==> src/rtl/ifetch_ctrl.sv <==
// ifetch_ctrl: instruction-fetch controller for the 5-stage ARM pipeline.
// Owns the fetch PC and drives a synchronous-read instruction memory with
// one-cycle read latency. Delivers one instruction per cycle to IF/ID using a
// valid/stall handshake. Handles branch redirect and flush, halts on an
// out-of-range fetch, and counts accepted instructions.
//
// Ports:
//   clk_i, reset_i       clock and synchronous active-high reset
//   stall_i              downstream cannot accept this cycle
//   branch_valid_i       redirect request from execute
//   branch_target_i      redirect byte address (low two bits ignored)
//   mem_pc_o             fetch byte address to instruction memory
//   mem_read_en_o        instruction memory read enable
//   mem_instr_i          instruction memory read data
//   instr_o              fetched instruction, or NOP_INSTR while invalid
//   instr_pc_o           byte address of instr_o
//   instr_valid_o        instr_o is a real instruction
//   halt_o               controller is halted
//   fetch_count_o        count of instructions accepted downstream
//
// State | meaning
// BOOT  | one idle cycle after reset, no read issued
// RUN   | fetching sequentially, honouring stall and branch
// HALT  | fetch ran past the end of memory; waits for a branch
module ifetch_ctrl #(
  parameter logic [31:0] RESET_PC  = 32'h0000_0000,
  parameter int unsigned MEM_BYTES = 512,
  parameter logic [31:0] NOP_INSTR = 32'hE1A0_0000
) (
  input  logic        clk_i,
  input  logic        reset_i,
  input  logic        stall_i,
  input  logic        branch_valid_i,
  input  logic [31:0] branch_target_i,
  output logic [31:0] mem_pc_o,
  output logic        mem_read_en_o,
  input  logic [31:0] mem_instr_i,
  output logic [31:0] instr_o,
  output logic [31:0] instr_pc_o,
  output logic        instr_valid_o,
  output logic        halt_o,
  output logic [31:0] fetch_count_o
);

  localparam logic [31:0] LAST_PC = 32'(MEM_BYTES - 4);

  typedef enum logic [1:0] {
    S_BOOT = 2'd0,
    S_RUN  = 2'd1,
    S_HALT = 2'd2
  } state_e;

  state_e      state_q, state_d;
  logic [31:0] pc_q, pc_d;
  logic [31:0] instr_pc_q, instr_pc_d;
  logic [31:0] count_q, count_d;
  logic        valid_q, valid_d;
  logic        rd_en;
  logic [31:0] target_aligned;

  assign target_aligned = {branch_target_i[31:2], 2'b00};

  always_comb begin
    state_d    = state_q;
    pc_d       = pc_q;
    instr_pc_d = instr_pc_q;
    valid_d    = valid_q;
    count_d    = count_q;
    rd_en      = 1'b0;

    // An instruction presented alongside a branch is still consumed.
    if (valid_q && !stall_i) begin
      count_d = count_q + 32'd1;
    end

    case (state_q)
      S_BOOT: begin
        if (branch_valid_i) begin
          pc_d = target_aligned;
        end
        state_d = S_RUN;
      end
      S_RUN: begin
        if (branch_valid_i) begin
          pc_d    = target_aligned;
          valid_d = 1'b0;
        end else if (stall_i) begin
          // Read enable stays low so the memory keeps presenting instr_o.
        end else if (pc_q > LAST_PC) begin
          valid_d = 1'b0;
          state_d = S_HALT;
        end else begin
          rd_en      = 1'b1;
          pc_d       = pc_q + 32'd4;
          instr_pc_d = pc_q;
          valid_d    = 1'b1;
        end
      end
      S_HALT: begin
        valid_d = 1'b0;
        if (branch_valid_i) begin
          pc_d    = target_aligned;
          state_d = S_RUN;
        end
      end
      default: begin
        state_d = S_BOOT;
        valid_d = 1'b0;
      end
    endcase
  end

  always_ff @(posedge clk_i) begin
    if (reset_i) begin
      state_q    <= S_BOOT;
      pc_q       <= RESET_PC;
      instr_pc_q <= 32'h0;
      valid_q    <= 1'b0;
      count_q    <= 32'h0;
    end else begin
      state_q    <= state_d;
      pc_q       <= pc_d;
      instr_pc_q <= instr_pc_d;
      valid_q    <= valid_d;
      count_q    <= count_d;
    end
  end

  assign mem_pc_o      = pc_q;
  assign mem_read_en_o = rd_en;
  assign instr_o       = valid_q ? mem_instr_i : NOP_INSTR;
  assign instr_pc_o    = instr_pc_q;
  assign instr_valid_o = valid_q;
  assign halt_o        = (state_q == S_HALT);
  assign fetch_count_o = count_q;

endmodule

==> config.mk <==
export PLATFORM = sky130hd
export DESIGN_NAME = ifetch_ctrl
export DESIGN_NICKNAME = d
export VERILOG_FILES = /design/src/rtl/ifetch_ctrl.sv
export SDC_FILE = /design/constraint.sdc
export NUM_CORES = 1
export LEC_CHECK = 0
export ABC_AREA = 0
export BUFFER_PORTS_ARGS = -buffer_cell sky130_fd_sc_hd__buf_2
export CORE_AREA = 2 2 99 101
export DETAILED_ROUTE_END_ITERATION = 6
export DIE_AREA = 0 0 101 103
export PLACE_DENSITY = 0.77
export SETUP_SLACK_MARGIN = 0.15
export SLEW_MARGIN = 25
export SYNTH_ARGS = -nofsm -noshare
export SYNTH_HDL_FRONTEND = slang
export SYNTH_SLANG_ARGS = --single-unit
==> constraint.sdc <==
create_clock -name clk_i -period 2.18 [get_ports clk_i]
set_input_delay 0 -clock clk_i [delete_from_list [all_inputs] [get_ports clk_i]]
set_output_delay 0 -clock clk_i [all_outputs]
set_load 0.01 [all_outputs]
# == Word-level counts from Yosys, hierarchy flattened ==
# Index checks and enable logic that the tools add are counted.
# totals
inputBits,68
output_inout_bits,131
word_cells,48
register_bits,99
# classes
n_mux,18
n_lt_le_gt_ge,1
n_eq_ne,9
n_addsub,2
bitwise_logic,4
reduce_logical,9
# op_table
cell,n
32-bit 2-to-1 mux,5
32-bit one-hot mux with 2 select lines,1
"32-bit by 1-bit adder with 32-bit output, second input constant",1
"32-bit by 3-bit adder with 32-bit output, second input constant",1
"32-bit by 9-bit > comparator with 1-bit output, second input constant",1
4-bit AND reduction,3
2-bit 2-to-1 mux,4
"2-bit inequality test, second input constant",4
1-bit 2-to-1 mux,6
"3-bit inequality test, second input constant",2
2-bit one-hot mux with 3 select lines,1
1-bit inverter,4
"2-bit by 1-bit equality test with 1-bit output, second input constant",1
"2-bit equality test, second input constant",1
2-bit logical NOT,1
"2-bit by 1-bit inequality test with 1-bit output, second input constant",1
1-bit one-hot mux with 2 select lines,1
2-bit AND reduction,1
2-bit nonzero test,1
2-bit OR reduction,1
1-bit logical AND,1
1-bit logical NOT,1

# == Longest topological paths before layout ==
# Gate-level depths: netlist of the first run.
# logic_depth
word_depth,5
mapped_depth,7
ltp_nobuf,6

# == Least setup slack after synthesis of the first run ==
# Ideal clock, no wire load.
# synth_timing
path_kind,reg2reg
startpoint,"reg pc_q[22], in the netlist mem_pc_o[22]"
endpoint,"reg instr_pc_q[10], in the netlist instr_pc_o[10]"
synth_period_minus_slack_ps,1829
path_buffers,2
arrival_time_ps,1714
stages_incl_launch_ff,8
required_ps,2065
slack_ps,351
cell_sequence,dfxtp_1 nor4_2 nand4_2 nor3_1 buf_2 nor2_1 clkbuf_1 and2_1
# synth_via
elab_chain_cells,3
# synth_rtl
element,line_no,text
start: declaration,54,"logic [31:0] pc_q, pc_d;"
start signal: assignment,122,pc_q <= pc_d;
32-bit by 9-bit > comparator with 1-bit output,89,end else if (pc_q > LAST_PC) begin
1-bit inverter (no line),n/a,
4-bit AND reduction (no line),n/a,
end signal: assignment,123,instr_pc_q <= instr_pc_d;
end: declaration,55,"logic [31:0] instr_pc_q, instr_pc_d;"
# Every way passes these cells.
# A chain may end at the register's enable or synchronous reset.

# == Worst setup path in the final report of the first run ==
# layout_timing
startpoint,"reg pc_q[12], in the netlist mem_pc_o[12]"
endpoint,"reg pc_q[2], in the netlist mem_pc_o[2]"
# layout_via
elab_chain_cells,3
# layout_rtl
element,line_no
32-bit by 9-bit > comparator with 1-bit output,89
3-bit inequality test (no line),n/a
4-bit AND reduction (no line),n/a
# Every way passes these cells.

==> flow_summary.toml, run 1 <==
[run_status]
status = "complete, no violations"

[floorplanning]
pin_count = 199
die_w_um = 101
row_count = 36
die_y_um = 103
start_util_pct = 45.5
die-area_um2 = 10400
coreArea_um2 = 9460

[final_layout]
final_common_cell = "buf_2"
area.growth.synth_to_final_pct = 41.6
final_nets = 807
drive_above_1_share_pct = 35.8
antennaDiodeCount = 0
final_cell_mix = "192 x buf_2, 92 x dfxtp_1, 52 x and2_1, 50 x nor2_1, 44 x nand2_1"

[placed_design]
dp_hpwl_um = 9180
io_buffer_count = 192
gp_congestion = 0.901

[synth]
synthTopCellsByArea = "dfxtp_1 44%, and2_1 7.6%, xnor2_1 4.7%"
synth-compound-area-share_pct = 12.9
synth_cell_types = 51
yosys_warnings = 0
syn_area_per_cell_um2 = 8.55
syn_area_um2 = 4300
ys_seq_area_share_pct = 44.2
synth_ff_type = "dfxtp_1"
async_reset_ff_share_pct = 0
synth_mux_area_share_pct = 2.12
syn-instance-count = 503
synth_edf_count = 0
synth_top_family_by_area = "simple AND/OR/NAND/NOR gates"
synthSimpleGateAreaFrac_pct = 30.2
synth_top_area_share_pct = 44.2
synth_area_leader_cell = "dfxtp_1"
ys_ff_latch = 95
synth_fa_ha_area_share_pct = 0.582
synthXorXnorAreaFrac_pct = 5.50

[timing]
holdWs_ps = 36.4
max_freq_ghz = 0.469
min_period_ps = 2130
tns_ps = 0
slew_violations = 0
finClkSkew_ps = 12.9
rsz0062_at_grt = "yes"
period_share_pct = 97.7
worst_slew_pin_slew_ps = 726
hold_viol = 0
setup_violations = 0
slew_headroom_pct = 51.4

[power]
p_int_mw = 2.46
vdd_drop_max_uv = 444
leakage_nw = 2.78
power_frac_comb_pct = 13.4
p_sw_share_pct = 29.5
p_clk_share_pct = 34.3
p_switching_mw = 1.03
pwr-share-seq_pct = 52.4
powerDensity_nw_per_um2 = 573

[worst_setup_path]
r2r-end = "mem_pc_o[2]"
crit_family = "simple AND/OR/NAND/NOR gates"
reg2reg_depth = 6
cp_slowest_cell = "o41a_1"
setup.worst_path.end = "mem_pc_o[2]"
criticalPathCategory = "flip-flop to flip-flop"
cp_data_required_time_ps = 2490
path_cells = "nor4_1 > nand2_2 > buf_4 > o41a_1 > or3_1 > a31oi_1"
cp-start-kind = "flip-flop"
startpoint = "mem_pc_o[12]"
path_buf_inv = 1
cp_max_fo = 5
path_depth = 6
end_kind = "flip-flop"
ff2ff_setup_slack_ps = 50
slowest_delay_ps = 460
r2r-start = "mem_pc_o[12]"
worstPathArrival_ps = 2430

[route]
dr.pass1.iters = 5
drt_iter0_drc = 235
vias = 4511
ant_nets = 0
wl_per_cell_um = 15.3
drc = 0
via_per_inst = 5.27
wirelength_um = 13100

[clock_tree]
h-tree-depth = 3
cts_tree = "yes"
worstSkewPairLatency_ps = 370
clockRootBuffer = "clkbuf_8"
clock_sinks = 95
clockBufferDepth = 2
clk_pin_slew_worst_paths_ps = 110
cts_buffers = 9

[hold_path]
holdCritPathClass = "primary input to flip-flop"

[global_route]
grt_pass1_wl_um = 19200
grt_usage_pct = 23.3
grt_max_degree = 35
grt_overflow = 0
grt_pass1_vias = 4025
antenna_found_initial = 0

[flow_run]
max-cap-violations = 0
[metrics by stage]
step | util [%] | setup WS (ps) | total power [mW] | cell area [µm²] | cells
2_1_floorplan | - | 351 | 2.06 | 4310 | 506
3_3_place_gp | 57.9 | 163 | 2.23 | 5480 | 808
3_5_place_dp | 57.9 | 80.0 | 2.24 | 5480 | 808
4_1_cts | 63.7 | 158 | 3.49 | 6030 | 853
5_1_grt | 64.4 | 6.19 | 3.62 | 6090 | 856
6_report | 64.4 | 50.0 | 3.49 | 6090 | 856
[power groups by stage]
| stage | sequential, mW | combinational, mW | clock (mW) |
|---|---|---|---|
| after global routing | 1.83 | 0.503 | 1.28 |
| after global placement | 1.86 | 0.375 | 0 |
| after CTS | 1.83 | 0.443 | 1.22 |
| final | 1.83 | 0.467 | 1.20 |
| after detailed placement | 1.86 | 0.381 | 0 |
| after floorplan | 1.87 | 0.188 | 0 |
[registers in the layout (all words and copies together), names as in the netlist]
signal	count
fetch_count_o	32
instr_pc_o	30
instr_valid_o	1
mem_pc_o	30
state_q	2
[synthesized netlist by cell type, types with 4 or more instances]
master	count
dfxtp_1	95
and2_1	52
nor2_1	51
nand2_1	45
a21oi_1	29
nand3_1	25
xnor2_1	23
clkbuf_1	21
nor3_1	21
o21ai_0	18
inv_1	11
and4_1	9
nand2b_1	9
mux2i_1	8
nand4_1	7
a22o_1	5
buf_4	5
or3_1	5
a32o_1	4
buf_2	4
nor2b_1	4
nor4_1	4
xor2_1	4
[layer usage]
layer	global-route usage [%]	vias up	share of wire [%]
li1	-	2192	-
met1	28.2	2078	41
met2	40.4	212	49
met3	5.29	29	7.2
met4	9.36	0	2.4
met5	0	-	0
[cell families after synthesis]
logic type                 after synthesis
xor gates and xnor gates                27
and+or+nand+nor                        246
DFF                                     95
other                                    1
muxes                                    9
AOI/OAI and AO/OA                       80
buffers and inverters                   43
adders and majority gates                2
[layout make-up]
cell class                 count  area (µm²)
multi-input combinational    368        2300
clock buffer                   9         124
inverter                      11        41.3
tap                          114         143
sequential                    95        1910
clock inverter                 7        88.8
timing repair buffer         252        1490
fill                         809        3370
[repair_timing]
item,in CTS,in global routing
hold buffers,26,1
buffers inserted,3,2
endpoints found under the hold margin,27,1
cloned,0,0
resized for setup,9,10
pin swaps,5,5
endpoints found under the setup margin,10,13
[how the worst min path moves through the flow]
stage | from | endpoint | slack (ps) | cells past startpoint
final | branch_target_i[8] | mem_pc_o[8] | 40 | 3
after detailed placement | branch_target_i[28] | mem_pc_o[28] | 250 | 3
after CTS | branch_target_i[5] | mem_pc_o[5] | 4 | 4
after floorplan | branch_valid_i | state_q[1] | 80 | 1
after global routing | branch_target_i[23] | mem_pc_o[23] | 60 | 4
after global placement | branch_target_i[28] | mem_pc_o[28] | 250 | 3
[worst min-delay path: stages]
cell and delay [ps]:
buf_2 100, o21ai_0 180, a211oi_1 80
Power figures use the tool's default switching activity.
==> run 2: changes to the inputs <==
--- a/config.mk
+++ b/config.mk
@@ -7,11 +7,10 @@
 export LEC_CHECK = 0
 export ABC_AREA = 0
 export BUFFER_PORTS_ARGS = -buffer_cell sky130_fd_sc_hd__buf_2
-export CORE_AREA = 2 2 99 101
+export CORE_AREA = 2 2 96 98
 export DETAILED_ROUTE_END_ITERATION = 6
-export DIE_AREA = 0 0 101 103
-export PLACE_DENSITY = 0.77
-export SETUP_SLACK_MARGIN = 0.15
+export DIE_AREA = 0 0 98 100
+export PLACE_DENSITY = 0.82
 export SLEW_MARGIN = 25
 export SYNTH_ARGS = -nofsm -noshare
 export SYNTH_HDL_FRONTEND = slang
==> constraint.sdc (replaced) <==
create_clock -name clk_i -period 2.8 [get_ports clk_i]
set_input_delay 0 -clock clk_i [delete_from_list [all_inputs] [get_ports clk_i]]
set_output_delay 0 -clock clk_i [all_outputs]
set_load 0.01 [all_outputs]
==> run 2 against run 1 <==
Total power decreased by 25%. Die area down 5.8%. Via count fell by 2.3%. Combinational power shrank 36%. Utilization grew 0.51 points. Final area fell by 5.3%. First-iteration DRC count is 23% lower. Clock-buffer cell count rose by 2. Critical path depth is the same. Clock power fell by 27%. Hold slack got worse by 2.2 ps. Global-route usage rose by 1.7 points. Largest cell class unchanged. Highest routed layer unchanged.
==> flow_summary.toml, run 2 (synthesized netlist as in run 1, its figures left out) <==
[worst_setup_path]
criticalPathCategory = "flip-flop to flip-flop"
end_kind = "flip-flop"
worstPathArrival_ps = 2630
cp_data_required_time_ps = 3060
cp-start-kind = "flip-flop"
cp_max_fo = 18

[timing]
slew_violations = 0
tns_ps = 0
finClkSkew_ps = 13.3
period_share_pct = 84.7
holdWs_ps = 34.1
slew_headroom_pct = 45.4
max_freq_ghz = 0.422
worst_slew_pin_slew_ps = 819
hold_viol = 0
rsz0062_at_grt = "no"
min_period_ps = 2370
fin_ws_ps = 429
setup_violations = 0

[power]
p_clk_share_pct = 33.7
power_frac_comb_pct = 11.5
leakage_nw = 2.62
pwr-share-seq_pct = 54.8
p_int_mw = 1.88
powerDensity_nw_per_um2 = 451
vdd_drop_max_uv = 316
p_sw_share_pct = 27.6
p_switching_mw = 0.718

[final_layout]
fin_util_pct = 64.9
largest_register_ffs = 32
final_nets = 780
multiInputGateArea_um2 = 2230
area.growth.synth_to_final_pct = 34.1
register_area_um2 = 1900
final_cell_mix = "192 x buf_2, 95 x dfxtp_1, 52 x and2_1, 50 x nor2_1, 45 x nand2_1"
drive_above_1_share_pct = 32.6
fin_area_um2 = 5770
final_common_cell = "buf_2"
nFillCells = 756

[floorplanning]
pin_count = 199
die_w_um = 98
row_count = 35
start_util_pct = 48.4
die-area_um2 = 9800
die_y_um = 100
coreArea_um2 = 8890

[clock_tree]
worstSkewPairLatency_ps = 350
clock_sinks = 95
clk_pin_slew_worst_paths_ps = 100
h-tree-depth = 3
postCtsSetupBuffers = 0
holdBufCountCts = 24
cts_buffers = 9
ctsResizeCount = 0
clockRootBuffer = "clkbuf_8"
clockBufferDepth = 2
cts_tree = "yes"

[global_route]
use_met3_pct = 5.36
grt_pass1_vias = 4176
antenna_found_initial = 1
grt_pass1_wl_um = 20100
grt_max_degree = 39
met2_usage_pct = 42.5
grt_usage_pct = 25.0
grt_use_met1_pct = 31.7
grt_overflow = 0
top_usage_layer = "met2"

[placed_design]
placed_area_um2 = 5340
io_buffer_count = 192
dp_hpwl_um = 9150
dp_slack_ps = 490
gp_congestion = 0.939

[route]
wl_per_cell_um = 15.3
via_per_inst = 5.33
drc = 0
dr.pass1.iters = 5
wirelength_um = 12600
drt_iter0_drc = 180
vias = 4407
ant_nets = 0

[flow_run]
max-cap-violations = 0

[run_status]
status = "complete, no violations"

[hold_path]
holdCritPathClass = "primary input to flip-flop"
-- run 2: cell types whose count changed in the layout (fill, tap and decap cells not counted), sizes merged --
| cell | delta |
|---|---|
| buf | -24 |
| clkinv | -5 |
| dlygate4sd3 | -3 |
| clkbuf | +2 |
| inv | +2 |
| clkinvlp | +1 |
| diode | +1 |
-- run 2: routing by layer --
metal / vias to the layer above / part of all wire (%) / wire length [µm]
li1: 2148 / - / -
met2: 199 / 49 / 6150
met4: 0 / 1.3 / 159
met3: 14 / 8.0 / 1010
met1: 2046 / 42 / 5300
met5: - / 0 / 0
-- run 2: cell type report --
class                   count  share of cell area (%)
repair buffers            225                    22.0
well taps                 111                    2.41
inverters                  11                   0.715
diodes                      1                  0.0434
flip-flops and latches     95                    33.0
clock inverters             5                   0.824
multi-input cells         368                    38.6
clock buffers              11                    2.45
-- run 2: critical path: stages, from the launching register on --
cell      delay, ps
dfxtp_1         380
nor4_1          300
nand2_1         260
o41ai_4         670
buf_4           360
a21oi_1         100
a211oi_1        210
-- run 2: power by group through the flow --
stage | clock network, mW | logic, mW | registers (mW)
after global placement | 0 | 0.262 | 1.45
final | 0.878 | 0.299 | 1.43
after CTS | 0.899 | 0.296 | 1.42
after global routing | 0.957 | 0.325 | 1.43
after floorplan | 0 | 0.146 | 1.46
after detailed placement | 0 | 0.269 | 1.45
-- run 2: worst paths after layout --
check	startpoint	slack, ps	depth (start not counted)	endpoint
setup / recovery	mem_pc_o[11]	430	6	mem_pc_o[8]
hold / removal	branch_target_i[8]	30	3	mem_pc_o[8]
setup reg to reg	mem_pc_o[11]	430	6	mem_pc_o[8]
hold reg to reg	instr_pc_o[16]	470	1	instr_pc_o[16]
-- run 2: stage by stage --
stage	cells	power (mW)
after CTS	826	2.62
after global routing	826	2.71
after global placement	786	1.71
after detailed placement	786	1.72
final	827	2.60
after floorplan	506	1.60
